`config.mk`:
```
export PLATFORM = sky130hd
export DESIGN_NAME = uart_tx_arbiter
export DESIGN_NICKNAME = d
export VERILOG_FILES = /design/src/rtl/uart_tx_arbiter.sv
export SDC_FILE = /design/constraint.sdc
export NUM_CORES = 1
export LEC_CHECK = 0
export BUFFER_PORTS_ARGS = -buffer_cell sky130_fd_sc_hd__buf_4
export CAP_MARGIN = 25
export CORE_MARGIN = 8
export CORE_UTILIZATION = 37
export CTS_BUF_LIST = sky130_fd_sc_hd__clkbuf_8 sky130_fd_sc_hd__clkbuf_16
export DETAILED_ROUTE_END_ITERATION = 10
export PLACE_DENSITY = 0.7
export SLEW_MARGIN = 5
export SYNTH_ARGS = -nofsm -noshare
export SYNTH_HDL_FRONTEND = slang
export SYNTH_SLANG_ARGS = --single-unit
```
`constraint.sdc`:
```
create_clock -name clk -period 2.42 [get_ports clk]
set_input_delay 0.121 -clock clk [delete_from_list [all_inputs] [get_ports clk]]
set_output_delay 0.121 -clock clk [all_outputs]
set_load 0.03 [all_outputs]
```
`src/rtl/uart_tx_arbiter.sv`:
```
// uart_tx_arbiter: round-robin sharing of one async_transmitter among
// NUM_REQ byte-stream requesters. A grant is held until a byte flagged
// last has been sent (or an idle lock times out). tx_start is paced
// against tx_busy, and busy is ignored for GUARD_CYCLES after a start
// because the transmitter raises it late.
module uart_tx_arbiter #(
  parameter int NUM_REQ      = 4,
  parameter int ID_W         = 2,
  parameter int GUARD_CYCLES = 1,
  parameter int LOCK_TIMEOUT = 0
) (
  input  logic                 clk,
  input  logic                 reset,
  input  logic [NUM_REQ-1:0]   req_valid,
  input  logic [8*NUM_REQ-1:0] req_data,
  input  logic [NUM_REQ-1:0]   req_last,
  output logic [NUM_REQ-1:0]   req_ready,
  output logic                 tx_start,
  output logic [7:0]           tx_data,
  input  logic                 tx_busy,
  output logic                 grant_active,
  output logic [ID_W-1:0]      grant_id,
  output logic                 timeout_evt
);

  localparam int CNT_W = 16;

  typedef enum logic [1:0] {S_IDLE, S_SEND, S_GUARD, S_WAIT} state_t;

  state_t            state_q, state_d;
  logic [ID_W-1:0]   rr_ptr_q, rr_ptr_d;
  logic [ID_W-1:0]   gid_q, gid_d;
  logic              gact_q, gact_d;
  logic              last_q, last_d;
  logic              tx_start_q, tx_start_d;
  logic [7:0]        tx_data_q, tx_data_d;
  logic              tmo_q, tmo_d;
  logic [CNT_W-1:0]  guard_cnt_q, guard_cnt_d;
  logic [CNT_W-1:0]  idle_cnt_q, idle_cnt_d;

  logic              pick_found;
  logic [ID_W-1:0]   pick_id;
  logic [ID_W-1:0]   cand;
  logic              hs;

  // Round-robin scan starting at rr_ptr; first valid requester wins.
  always_comb begin
    pick_found = 1'b0;
    pick_id    = rr_ptr_q;
    cand       = '0;
    for (int k = 0; k < NUM_REQ; k++) begin
      cand = ID_W'((int'(rr_ptr_q) + k) % NUM_REQ);
      if (!pick_found && req_valid[cand]) begin
        pick_found = 1'b1;
        pick_id    = cand;
      end
    end
  end

  // Next-state and outputs; the owner is only offered ready in SEND.
  always_comb begin
    state_d     = state_q;
    rr_ptr_d    = rr_ptr_q;
    gid_d       = gid_q;
    gact_d      = gact_q;
    last_d      = last_q;
    tx_start_d  = 1'b0;
    tx_data_d   = tx_data_q;
    tmo_d       = 1'b0;
    guard_cnt_d = guard_cnt_q;
    idle_cnt_d  = idle_cnt_q;
    req_ready   = '0;
    hs          = 1'b0;
    case (state_q)
      S_IDLE: begin
        if (pick_found) begin
          gid_d      = pick_id;
          gact_d     = 1'b1;
          idle_cnt_d = '0;
          state_d    = S_SEND;
        end
      end
      S_SEND: begin
        hs               = req_valid[gid_q] & ~tx_busy;
        req_ready[gid_q] = hs;
        if (hs) begin
          tx_start_d  = 1'b1;
          tx_data_d   = req_data[8*gid_q +: 8];
          last_d      = req_last[gid_q];
          guard_cnt_d = '0;
          idle_cnt_d  = '0;
          state_d     = S_GUARD;
        end else if (LOCK_TIMEOUT > 0 && !req_valid[gid_q]) begin
          if (idle_cnt_q == CNT_W'(LOCK_TIMEOUT - 1)) begin
            tmo_d    = 1'b1;
            gact_d   = 1'b0;
            rr_ptr_d = ID_W'((int'(gid_q) + 1) % NUM_REQ);
            state_d  = S_IDLE;
          end else begin
            idle_cnt_d = idle_cnt_q + 16'd1;
          end
        end
      end
      S_GUARD: begin
        if (guard_cnt_q == CNT_W'(GUARD_CYCLES - 1)) begin
          guard_cnt_d = '0;
          state_d     = S_WAIT;
        end else begin
          guard_cnt_d = guard_cnt_q + 16'd1;
        end
      end
      S_WAIT: begin
        if (!tx_busy) begin
          if (last_q) begin
            gact_d   = 1'b0;
            rr_ptr_d = ID_W'((int'(gid_q) + 1) % NUM_REQ);
            state_d  = S_IDLE;
          end else begin
            state_d = S_SEND;
          end
        end
      end
      default: state_d = S_IDLE;
    endcase
  end

  // State registers; reset drops any lock immediately.
  always_ff @(posedge clk) begin
    if (reset) begin
      state_q     <= S_IDLE;
      rr_ptr_q    <= '0;
      gid_q       <= '0;
      gact_q      <= 1'b0;
      last_q      <= 1'b0;
      tx_start_q  <= 1'b0;
      tx_data_q   <= 8'h00;
      tmo_q       <= 1'b0;
      guard_cnt_q <= '0;
      idle_cnt_q  <= '0;
    end else begin
      state_q     <= state_d;
      rr_ptr_q    <= rr_ptr_d;
      gid_q       <= gid_d;
      gact_q      <= gact_d;
      last_q      <= last_d;
      tx_start_q  <= tx_start_d;
      tx_data_q   <= tx_data_d;
      tmo_q       <= tmo_d;
      guard_cnt_q <= guard_cnt_d;
      idle_cnt_q  <= idle_cnt_d;
    end
  end

  assign tx_start     = tx_start_q;
  assign tx_data      = tx_data_q;
  assign grant_active = gact_q;
  assign grant_id     = gid_q;
  assign timeout_evt  = tmo_q;

endmodule

```
* Yosys cells after proc, flatten, opt, wreduce, memory -nomap -nowiden
Index checks and enable logic that the tools add are counted. W data, S select, Z words.
Storage, ports and cells: input port bits 43, output and inout port bits 17, flip-flop bits (word level) 33, word-level logic and storage cells 86
Cells by class: shift-type cells 1, mux-type cells 36, add/subtract/negate cells 5, magnitude comparators 6, equality and inequality tests 8, reductions and logical operators 18, bitwise logic cells 4
Operators with widths (number):
- $mux W16 | 2
- $pmux W16 S2 | 1
- $shiftx A32 B6 Y8 | 1
- $add A16 B1 Y16 const B | 1
- $logic_not A16 Y1 | 1
- $mux W1 | 16
- $lt A2 B3 Y1 const B | 5
- $mux W2 | 7
- $bmux W1 S2 | 6
- $ne A2 B2 Y1 const B | 5
- $pmux W2 S4 | 1
- $reduce_and A4 Y1 | 2
- $reduce_and A2 Y1 | 3
- $add A2 B1 Y2 const B | 2
- $add A2 B2 Y2 const B | 2
- $and A4 B4 Y4 | 1
- $eq A2 B2 Y1 const B | 2
- $logic_and A1 B1 Y1 | 4
- $mux W4 | 1
- $reduce_bool A2 Y1 | 2
- $logic_not A1 Y1 | 3
- $reduce_and A3 Y1 | 1
- $demux W1 S2 | 1
- $eq A2 B1 Y1 const B | 1
- 6 further kinds | 7

* Depth between registers and ports, before layout
word-level depth 14, mapped depth 9, gate-level depth less buffers 7

* Least setup slack after synthesis
OpenSTA, ideal clock, no wires.
path kind register -> register, start reg gid_q[0], in the netlist grant_id[0], end reg guard_cnt_q[14], arrival time 1978 ps, stages on the path, launching flop included 6, buffers on the path 1, required time 2303 ps, setup time 117 ps, path slack 325 ps, period minus slack after synthesis 2095 ps, cell sequence dfxtp_1 mux4_2 a21oi_4 nor2_4 buf_6 a32o_1
On the way: longest elaborated chain between the ends 5
Ends and longest elaborated chain:
- from (decl) | line 32 | logic [ID_W-1:0] gid_q, gid_d;
- from (signal assigned) | line 143 | gid_q <= gid_d;
- $bmux W1 S2 | line 84 | hs = req_valid[gid_q] & ~tx_busy;
- $mux W1 (implied by the code) | line 84
- $and A1 B1 Y1 | line 84
- $ne A2 B2 Y1 (no line)
- $reduce_and A2 Y1 (no line)
- to (signal assigned) | line 149 | guard_cnt_q <= guard_cnt_d;
- to (decl) | line 38 | logic [CNT_W-1:0] guard_cnt_q, guard_cnt_d;
Every way passes these cells. The select of a mux whose other input is x is not followed. A chain may end at the register's enable or synchronous reset.

* Worst setup path in the final report
start reg state_q[1], end reg guard_cnt_q[6]
On the way: longest elaborated chain between the ends 3, elaborated cells between the ends (all ways) 6, classes of those cells 3 x eq/ne; 1 x mux; 2 x reduce/logical
Ends and longest elaborated chain:
- from (decl) | line 30 | state_t state_q, state_d;
- from (signal assigned) | line 141 | state_q <= state_d;
- $eq A2 B1 Y1 / $eq A2 B2 Y1 (equally long branches) | line 74 | case (state_q)
- $ne A2 B2 Y1 (no line) / $reduce_bool A2 Y1 (equally long branches)
- $reduce_and A2 Y1 (no line)
Several ways; a longest one is shown, not always the timed one.

==> results.md <==
- Status: finished, final reports clean
- # Post-CTS Setup Buffers: 0
- Worst Setup Start Kind: register
- FF-to-FF End: guard_cnt_q[6]
- Slew Limit Headroom: 64.9%
- Async SR Flop Fraction: 0%
- Core area: 5440 sq um
- Period utilisation layout: 87.0%
- Post-synthesis register bit count: 33
- Final Hold Vio Count: 0
- DR vias: 1970
- Synth Flop Type: dfxtp_1
- Worst r2r src: state_q[1]
- Hold path start: tx_busy
- Pin count of the biggest net entering global routing: 35
- Placed cells: 367
- Root Driver: clkbuf_8
- Seq/Total Area, Yosys: 32.0%
- Arrival time worst endpoint: 2310 ps
- Kind of end point of the critical path: register
- DRT antenna net count: 0
- CP cell instances: inv_1 > ha_1 > nor2b_1 > a21oi_4 > nor2_4 > a21oi_1 > a311oi_1
- Pre-Repair DR Iteration Count: 4
- Max Freq: 0.475 GHz
- Ant. Diodes: 0
- Clock Latency Late Sink: 290 ps
- Synthesis Warnings: 0
- Die W: 90.7 um
- Total Routing Usage GR: 13.3%
- WL/cell: 14.6 um
- Setup TNS Final: 0 ps
- WL final: 5480 um
- Number of enable flip-flop cells after synthesis: 0
- Power per Cell Area: 602 nW/um^2
- Final net count: 356
- Worst r2r path cells: 7
- Critical path class: reg -> reg
- End of the worst hold path: rr_ptr_q[0]
- Post-Syn Nets: 303
- Initial Utilization: 38.0%
- Critical Path RT: 2630 ps
- Vias in the first global route: 1938
- DR DRC count: 0
- Hold Crit Depth: 4
- Initial antenna violation count: 0
- Finished Cell Area: 2630 sq um
- Grt total ovfl: 0
- Num CTS Buffers: 5
- Cells after Synth: 249
- Slowest CP cell: nor2b_1
- Leakage: 1.02 nW
- I/O pins: 60
- Reg clk slew, reported paths: 80 ps
- RSZ-0062 raised after global routing: no
- Pins Over Slew Limit: 0
- Initial DRC count: 139
- Area Overhead vs Synth: 27.1%
- CTS sink count: 33
- Longest Clk Path Bufs: 2
- Port buffer count: 58
- Cell Area, Placed: 2540 sq um
- Clk_skew: 13.4 ps
- Worst Tran Pin Value: 522 ps
- Post-CTS sizing: 0
- Max VDD drop: 407 uV
- Minimum period implied by the final worst setup slack: 2110 ps
- Max-Cap Viols: 0
- Worst path max stage delay: 450 ps
- Final std cells w/o fill: 375
- Synthesized area: 2070 sq um
- CTS tree: yes
- Drt via density: 5.25
- Crit Path Max Fanout: 16
- Avg Cell Area, Syn: 8.30 sq um
- Die area: 8230 sq um
- Row count: 27
- Worst R2R Setup Slack: 310 ps
- Synth unique cells: 43
- Final Wtd Congestion: 0.833
- Fraction of layout cells with a size suffix above 1: 26.7%
- Hold_buf cts: 0
- Global-route wire length before repair: 9070 um
- Max H-tree Level: 2
- Hpwl dp: 4130 um
- Die Y: 90.7 um
- Worst min path class: in -> reg
- Setup-failing EPs final: 0
registers in the layout, summed over array words and instances, names as in the netlist:
signal,cells
grant_active,1
grant_id,2
guard_cnt_q,16
last_q,1
rr_ptr_q,2
state_q,2
tx_data,8
tx_start,1
metal layers:
| layer | track usage, % | share of wire (%) | up-vias |
|---|---|---|---|
| li1 | - | - | 1005 |
| met1 | 14.7 | 42 | 935 |
| met2 | 24.2 | 54 | 20 |
| met3 | 2.33 | 2.0 | 10 |
| met4 | 5.96 | 2.0 | 0 |
| met5 | 0 | 0 | - |
power by group:
part | switching [W] | leakage (nW) | internal (W)
clock network | 0.000206 | 0.0439 | 0.000198
registers | 0.0000292 | 0.267 | 0.000582
logic | 0.000322 | 0.705 | 0.000243
total | 0.000557 | 1.02 | 0.00102
through the flow:
| step | hold slack [ps] | setup slack, ps | total power (W) | utilization [%] |
|---|---|---|---|---|
| after global placement | 444 | 415 | 0.00118 | 46.7 |
| after detailed placement | 447 | 285 | 0.00120 | 46.7 |
| final | 197 | 314 | 0.00158 | 48.3 |
| after global routing | 217 | 97.4 | 0.00169 | 48.3 |
| after CTS | 191 | 307 | 0.00160 | 48.3 |
| after floorplan | 354 | 325 | 0.00101 | - |
worst max-delay path, delay by kind of cell (launching register included):
family | cells | cell delay, ps
buffers and inverters | 1 | 110
flip-flops | 1 | 350
AND/OR/NAND/NOR | 2 | 830
AO/OA/AOI/OAI | 3 | 540
adder cells (fa/ha/maj) | 1 | 200
cells in the mapped netlist, types with 3 or more instances:
cell	n	area share, %
ha_1	11	6.7
nor3_1	6	1.5
and3_1	7	2.1
inv_1	14	2.5
nand3_1	6	1.5
a21oi_1	30	7.3
nor2_1	17	3.1
nand4b_1	3	1.3
nand3b_1	3	1.1
a22oi_1	3	1.1
nor2b_1	8	2.4
nor4_1	5	1.5
clkbuf_1	8	1.5
mux4_2	10	11
dfxtp_1	33	32
nand4_1	3	0.91
o21ai_0	17	4.1
nand2_1	32	5.8
worst max-delay path by stage:
stage | startpoint | to | slack (ps) | cells past startpoint
after global placement | state_q[1] | guard_cnt_q[6] | 420 | 7
final | state_q[1] | guard_cnt_q[6] | 310 | 7
after detailed placement | state_q[1] | guard_cnt_q[6] | 290 | 7
after floorplan | grant_id[0] | guard_cnt_q[14] | 320 | 5
after CTS | state_q[1] | guard_cnt_q[6] | 310 | 7
after global routing | state_q[1] | guard_cnt_q[6] | 100 | 7
cell usage in the layout, fill, tap and decap left out, drive strengths merged, types with 2 or more instances in the layout:
cell type / count
buf: 60
mux4: 10
nand4b: 3
ha: 11
nand3b: 3
nor3: 6
nor2b: 8
mux2i: 2
o21ai: 17
and4: 2
clkinv: 2
nor4: 5
nand2b: 2
nor4b: 2
inv: 14
and2: 2
nand3: 6
a21oi: 31
nand4: 3
nand2: 32
and3: 7
a211oi: 2
nor2: 18
clkbuf: 5
a22oi: 3
dfxtp: 33
kinds of logic (layout without fill, tap and decap cells):
family                   after synthesis  in the layout  share of synthesized area [%]
buffers and inverters                 28             82                           5.75
flip-flops                            33             33                           32.0
adder cells (fa/ha/maj)               11             11                           6.66
multiplexers                          12             12                           11.9
AO/OA/AOI/OAI                         63             63                           18.3
AND/OR/NAND/NOR                      101            101                           25.2
other                                  1              1                          0.181
cell type report:
type / count / area (sq um)
clock buffer: 5 / 68.8
tap: 72 / 90.1
inverter: 14 / 52.6
clock inverter: 3 / 17.5
timing repair buffer: 60 / 450
multi-input combinational: 188 / 1290
sequential: 33 / 661
fill: 532 / 2810
Note: power is estimated with default switching activity, not from simulation.
